File: config.mk
export PLATFORM = sky130hd
export DESIGN_NAME = slc3_isdu_ctrl
export DESIGN_NICKNAME = d
export VERILOG_FILES = /design/src/rtl/slc3_isdu_ctrl.sv
export SDC_FILE = /design/constraint.sdc
export NUM_CORES = 1
export LEC_CHECK = 0
export ABC_AREA = 0
export BUFFER_PORTS_ARGS = -buffer_cell sky130_fd_sc_hd__buf_2
export CAP_MARGIN = 10
export CORE_MARGIN = 2
export CORE_UTILIZATION = 43
export DETAILED_ROUTE_END_ITERATION = 16
export PLACE_DENSITY = 0.69
export SLEW_MARGIN = 0
export SYNTH_ARGS = -nofsm -noshare
export SYNTH_HDL_FRONTEND = slang
export SYNTH_SLANG_ARGS = --single-unit
File: constraint.sdc
create_clock -name Clk -period 2 [get_ports Clk]
set_clock_uncertainty 0.05 [all_clocks]
set_input_delay 0.4 -clock Clk [delete_from_list [all_inputs] [get_ports Clk]]
set_output_delay 0.4 -clock Clk [all_outputs]
set_load 0.02 [all_outputs]
File: src/rtl/slc3_isdu_ctrl.sv
// SLC-3 instruction sequencing/decode unit: Moore FSM driving all datapath controls.
// Optional SLC3_SINGLE_STEP_EN: park in StepWait after each instruction until Continue pulses.
module slc3_isdu_ctrl #(
    parameter int MEM_WAIT_CYCLES = 2
) (
    input  logic       Clk,
    input  logic       Reset,
    input  logic       Run,
    input  logic       Continue,
    input  logic [3:0] Opcode,
    input  logic       IR_5,
    input  logic       IR_11,
    input  logic       BEN,
    output logic       LD_MAR,
    output logic       LD_MDR,
    output logic       LD_IR,
    output logic       LD_BEN,
    output logic       LD_CC,
    output logic       LD_REG,
    output logic       LD_PC,
    output logic       LD_LED,
    output logic       GatePC,
    output logic       GateMDR,
    output logic       GateALU,
    output logic       GateMARMUX,
    output logic [1:0] PCMUX,
    output logic       DRMUX,
    output logic       SR1MUX,
    output logic       SR2MUX,
    output logic       ADDR1MUX,
    output logic [1:0] ADDR2MUX,
    output logic [1:0] ALUK,
    output logic       Mem_OE,
    output logic       Mem_WE
);

    typedef enum logic [4:0] {
        HALTED, S18, S33, S35, S32,
        S01, S05, S09, S00, S22,
        S12, S04, S21, S06, S07,
        S25, S27, S23, S16,
        PAUSE_IR1, PAUSE_IR2,
        STEP_WAIT, STEP_WAIT2
    } state_t;

`ifdef SLC3_SINGLE_STEP_EN
    localparam state_t DONE_ST = STEP_WAIT;
`else
    localparam state_t DONE_ST = S18;
`endif

    localparam logic [2:0] WAIT_LAST = 3'(MEM_WAIT_CYCLES - 1);

    state_t     state;
    state_t     next;
    logic [2:0] wait_cnt;
    logic       mem_state;
    logic       mem_last;
    logic       unused_ir11;

    assign unused_ir11 = IR_11;

    assign mem_state = (state == S33) || (state == S25) || (state == S16);
    assign mem_last  = (wait_cnt == WAIT_LAST);

    always_ff @(posedge Clk or negedge Reset) begin
        if (!Reset) begin
            state    <= HALTED;
            wait_cnt <= 3'd0;
        end else begin
            state <= next;
            if (mem_state && !mem_last)
                wait_cnt <= wait_cnt + 3'd1;
            else
                wait_cnt <= 3'd0;
        end
    end

    always_comb begin
        next       = state;
        LD_MAR     = 1'b0;
        LD_MDR     = 1'b0;
        LD_IR      = 1'b0;
        LD_BEN     = 1'b0;
        LD_CC      = 1'b0;
        LD_REG     = 1'b0;
        LD_PC      = 1'b0;
        LD_LED     = 1'b0;
        GatePC     = 1'b0;
        GateMDR    = 1'b0;
        GateALU    = 1'b0;
        GateMARMUX = 1'b0;
        PCMUX      = 2'b00;
        DRMUX      = 1'b0;
        SR1MUX     = 1'b0;
        SR2MUX     = 1'b0;
        ADDR1MUX   = 1'b0;
        ADDR2MUX   = 2'b00;
        ALUK       = 2'b00;
        Mem_OE     = 1'b0;
        Mem_WE     = 1'b0;

        case (state)
            HALTED: if (Run) next = S18;
            S18: begin
                GatePC = 1'b1;
                LD_MAR = 1'b1;
                LD_PC  = 1'b1;
                next   = S33;
            end
            S33: begin
                Mem_OE = 1'b1;
                LD_MDR = mem_last;
                if (mem_last) next = S35;
            end
            S35: begin
                GateMDR = 1'b1;
                LD_IR   = 1'b1;
                next    = S32;
            end
            S32: begin
                LD_BEN = 1'b1;
                case (Opcode)
                    4'b0001: next = S01;
                    4'b0101: next = S05;
                    4'b1001: next = S09;
                    4'b0000: next = S00;
                    4'b1100: next = S12;
                    4'b0100: next = S04;
                    4'b0110: next = S06;
                    4'b0111: next = S07;
                    4'b1101: next = PAUSE_IR1;
                    default: next = DONE_ST;
                endcase
            end
            S01, S05: begin
                SR1MUX  = 1'b1;
                SR2MUX  = IR_5;
                ALUK    = (state == S05) ? 2'b01 : 2'b00;
                GateALU = 1'b1;
                LD_REG  = 1'b1;
                LD_CC   = 1'b1;
                next    = DONE_ST;
            end
            S09: begin
                SR1MUX  = 1'b1;
                ALUK    = 2'b10;
                GateALU = 1'b1;
                LD_REG  = 1'b1;
                LD_CC   = 1'b1;
                next    = DONE_ST;
            end
            S00: next = BEN ? S22 : DONE_ST;
            S22: begin
                ADDR2MUX = 2'b10;
                PCMUX    = 2'b10;
                LD_PC    = 1'b1;
                next     = DONE_ST;
            end
            S12: begin
                SR1MUX   = 1'b1;
                ADDR1MUX = 1'b1;
                PCMUX    = 2'b10;
                LD_PC    = 1'b1;
                next     = DONE_ST;
            end
            S04: begin
                GatePC = 1'b1;
                DRMUX  = 1'b1;
                LD_REG = 1'b1;
                next   = S21;
            end
            S21: begin
                ADDR2MUX = 2'b11;
                PCMUX    = 2'b10;
                LD_PC    = 1'b1;
                next     = DONE_ST;
            end
            S06, S07: begin
                SR1MUX     = 1'b1;
                ADDR1MUX   = 1'b1;
                ADDR2MUX   = 2'b01;
                GateMARMUX = 1'b1;
                LD_MAR     = 1'b1;
                next       = (state == S06) ? S25 : S23;
            end
            S25: begin
                Mem_OE = 1'b1;
                LD_MDR = mem_last;
                if (mem_last) next = S27;
            end
            S27: begin
                GateMDR = 1'b1;
                LD_REG  = 1'b1;
                LD_CC   = 1'b1;
                next    = DONE_ST;
            end
            S23: begin
                ALUK    = 2'b11;
                GateALU = 1'b1;
                LD_MDR  = 1'b1;
                next    = S16;
            end
            S16: begin
                Mem_WE = 1'b1;
                if (mem_last) next = DONE_ST;
            end
            PAUSE_IR1: begin
                LD_LED = 1'b1;
                if (Continue) next = PAUSE_IR2;
            end
            PAUSE_IR2: if (!Continue) next = DONE_ST;
`ifdef SLC3_SINGLE_STEP_EN
            STEP_WAIT:  if (Continue) next = STEP_WAIT2;
            STEP_WAIT2: if (!Continue) next = S18;
`endif
            default: next = HALTED;
        endcase
    end

endmodule

==> results.py <==
metrics = {
    "placed_design": {
        "io_buffers": 32,
        "dp_cells": 204,
        "hpwl_mm": 2.16,
        "place_area_um2": 1240,
        "place.gp.congestion": 0.807,
    },
    "run": {
        "drv_cap": 0,
    },
    "floorplan": {
        "die_height_um": 52.1,
        "num_rows": 17,
        "die_area_um2": 2720,
        "core_area_um2": 2190,
        "start_util_pct": 45.5,
        "die_width_um": 52.1,
        "io_pins": 35,
    },
    "clock_tree": {
        "cts_tree": "built",
        "clock_latency_ns": 0.24,
        "h-tree-depth": 1,
        "clockBufferDepth": 2,
        "clock-sinks": 8,
        "cts_root_buffer": "clkbuf_4",
        "numCtsBuffers": 3,
        "clkSlewWorstSetupHoldPaths_ns": 0.05,
    },
    "synthesis": {
        "synth_edf_count": 0,
        "synth_cell_types": 48,
        "ys_warn_count": 0,
        "ys_seq_elements": 8,
        "syn_area_per_cell_um2": 6.96,
        "yosysTopAreaCell": "dfrtp_1",
        "synthArstFlopShare_pct": 100,
        "synth_flop_cell": "dfrtp_1",
        "netlist.area_leader.share_pct": 20.1,
        "seq_area_frac_synth_pct": 20.1,
        "synth_area_leaders": "dfrtp_1 20%, nor2_1 7.2%, a21oi_1 7.0%",
        "yosysMostFrequentCell": "nor2_1",
        "synth_common_cells": "19 x nor2_1, 14 x a21oi_1, 14 x nand2_1",
        "syn_area_um2": 996,
        "synth_nets": 156,
        "synthCells": 143,
    },
    "setup_path": {
        "cp_max_fo": 5,
        "max_stage_delay_ns": 0.46,
        "critPathLaunchType": "register",
        "required_ns": 1.55,
        "cp_slowest_cell": "dfrtp_2",
        "crit_family": "flip-flops",
        "cp_cell_sequence": "buf_8 -> nor3_4 -> nand2_1 -> a21oi_2 -> or2_1 -> buf_6",
        "crit_type": "reg -> out",
        "crit_path_end_kind": "output port",
        "path_buf_inv": 2,
        "critPathArrivalTime_ns": 1.53,
    },
    "detailed_routing": {
        "drt_wl_total_mm": 3.36,
        "wl_per_cell_um": 15.3,
        "drcViolationCount": 0,
        "vias": 1267,
        "ant_nets": 0,
        "first_pass_iters": 5,
        "initialDrtViolationCount": 67,
        "via_per_inst": 5.79,
    },
    "hold_path": {
        "hold_class": "reg -> reg",
    },
    "final_layout": {
        "final_cell_area_um2": 1520,
        "drive_above_1_share_pct": 42.9,
        "area_growth_pct": 52.8,
        "antennaDiodeCount": 0,
        "fillers": 175,
        "final_core_util_pct": 69.4,
        "stdcell_count": 219,
        "fin_nets": 206,
    },
    "timing": {
        "worst_slew_pin_slew_ns": 0.491,
        "slew_headroom_pct": 66.8,
        "slew_violations": 0,
        "fmax_mhz": 505,
        "final.setup.tns_ns": 0,
        "fin_crit_ns": 1.98,
        "rsz0062_at_grt": "yes",
        "period_share_pct": 99.0,
        "hold_violations": 0,
        "setup_viol": 0,
    },
    "pwr": {
        "internal-power_w": 0.00113,
        "p_leak_nw": 0.736,
        "switching_share_pct": 51.8,
        "powerDensity_nw_per_um2": 1540,
        "power_w": 0.00235,
        "p_seq_share_pct": 12.3,
        "p_clk_share_pct": 4.9,
        "p_comb_share_pct": 82.8,
        "irDropWorstVdd_mv": 1.17,
        "p_switching_w": 0.00122,
    },
    "grt": {
        "grt_use_total_pct": 22.2,
        "first_global_vias": 1011,
        "antenna_found_initial": 0,
        "grt_first_pass_wirelength_mm": 4.51,
        "grt_max_degree": 27,
        "gr-total-overflow": 0,
    },
    "outcome": {
        "outcome": "complete, no violations",
    },
}
logic make-up (layout without fill, tap and decap cells):
| kind of cell | after synthesis | count (layout) | share of synthesized area, % |
|---|---|---|---|
| AO/OA/AOI/OAI | 39 | 39 | 26.8 |
| XOR/XNOR | 5 | 5 | 4.40 |
| buffers and inverters | 16 | 64 | 6.91 |
| adder cells (fa/ha/maj) | 2 | 2 | 2.51 |
| multiplexers | 3 | 3 | 3.14 |
| other | 1 | 1 | 0.377 |
| AND/OR/NAND/NOR | 69 | 69 | 35.8 |
| flip-flops | 8 | 8 | 20.1 |
per-stage QoR:
step                      hold WS (ns)  setup WS, ns
after global routing             0.450       -0.0778
final                            0.421        0.0203
after global placement           0.193         0.150
after detailed placement         0.196         0.118
after CTS                        0.430      -0.00159
after floorplan                 0.0544        0.0249
worst reg2reg max path: cells and delay by family (launching register included):
| family | cells | cell delay [ns] |
|---|---|---|
| compound gates | 3 | 0.54 |
| simple gates | 2 | 0.48 |
| flops | 1 | 0.46 |
| buf+inv | 1 | 0.16 |
final cells by class:
cell class,count,area (µm²),share of cell area (%)
clock buffer,3,22.5,1.48
inverter,6,26.3,1.73
multi-input combinational,119,813,53.5
sequential,8,204,13.4
tap,28,35.0,2.30
timing repair buffer,55,420,27.6
sequential cells by signal (all words and copies together) (netlist names):
signal,flops
state,5
wait_cnt,3
power groups by stage:
stage          combinational (W)  clock, W  sequential, W
3_5_place_dp             0.00151         0       0.000270
4_1_cts                  0.00156  0.000122       0.000272
3_3_place_gp             0.00147         0       0.000267
5_1_grt                  0.00210  0.000142       0.000289
2_1_floorplan            0.00102         0       0.000273
6_report                 0.00194  0.000115       0.000289
what timing repair did:
action,4_1_cts,5_1_grt
resized for setup,9,28
gates cloned,0,2
buffers inserted,0,9
pin swaps,1,4
endpoints found under the setup margin,7,14
hold buffers,1,0
endpoints found under the hold margin,8,0
final timing paths:
| kind | from | to | slack, ns | depth (start not counted) |
|---|---|---|---|---|
| setup / recovery | state[2] | LD_REG | 0.02 | 6 |
| hold / removal | wait_cnt[0] | wait_cnt[0] | 0.42 | 1 |
| setup reg to reg | state[2] | state[4] | 0.18 | 6 |
| hold reg to reg | wait_cnt[0] | wait_cnt[0] | 0.42 | 1 |
| max in group asynchronous | Reset | state[3] | 1.25 | 2 |
| min in group asynchronous | Reset | state[1] | 0.47 | 2 |
layer usage:
metal  GRT usage, %  part of all wire, %
met2           38.0                   53
met5              0                    0
met4           8.77                  1.7
met1           28.2                   38
met3           2.30                  7.3
cell usage in the layout, fill, tap and decap left out, drive strengths merged, types with 2 or more instances in the layout:
cell,n
buf,52
nor2,20
nand2,14
a21oi,14
o21ai,10
and3,9
dfrtp,8
nor3,7
inv,5
nand2b,5
clkbuf,5
nor2b,4
xor2,3
nand3b,2
xnor2,2
mux2i,2
ha,2
or2,2
o211ai,2
o41ai,2
(Power assumes the default switching activity.)
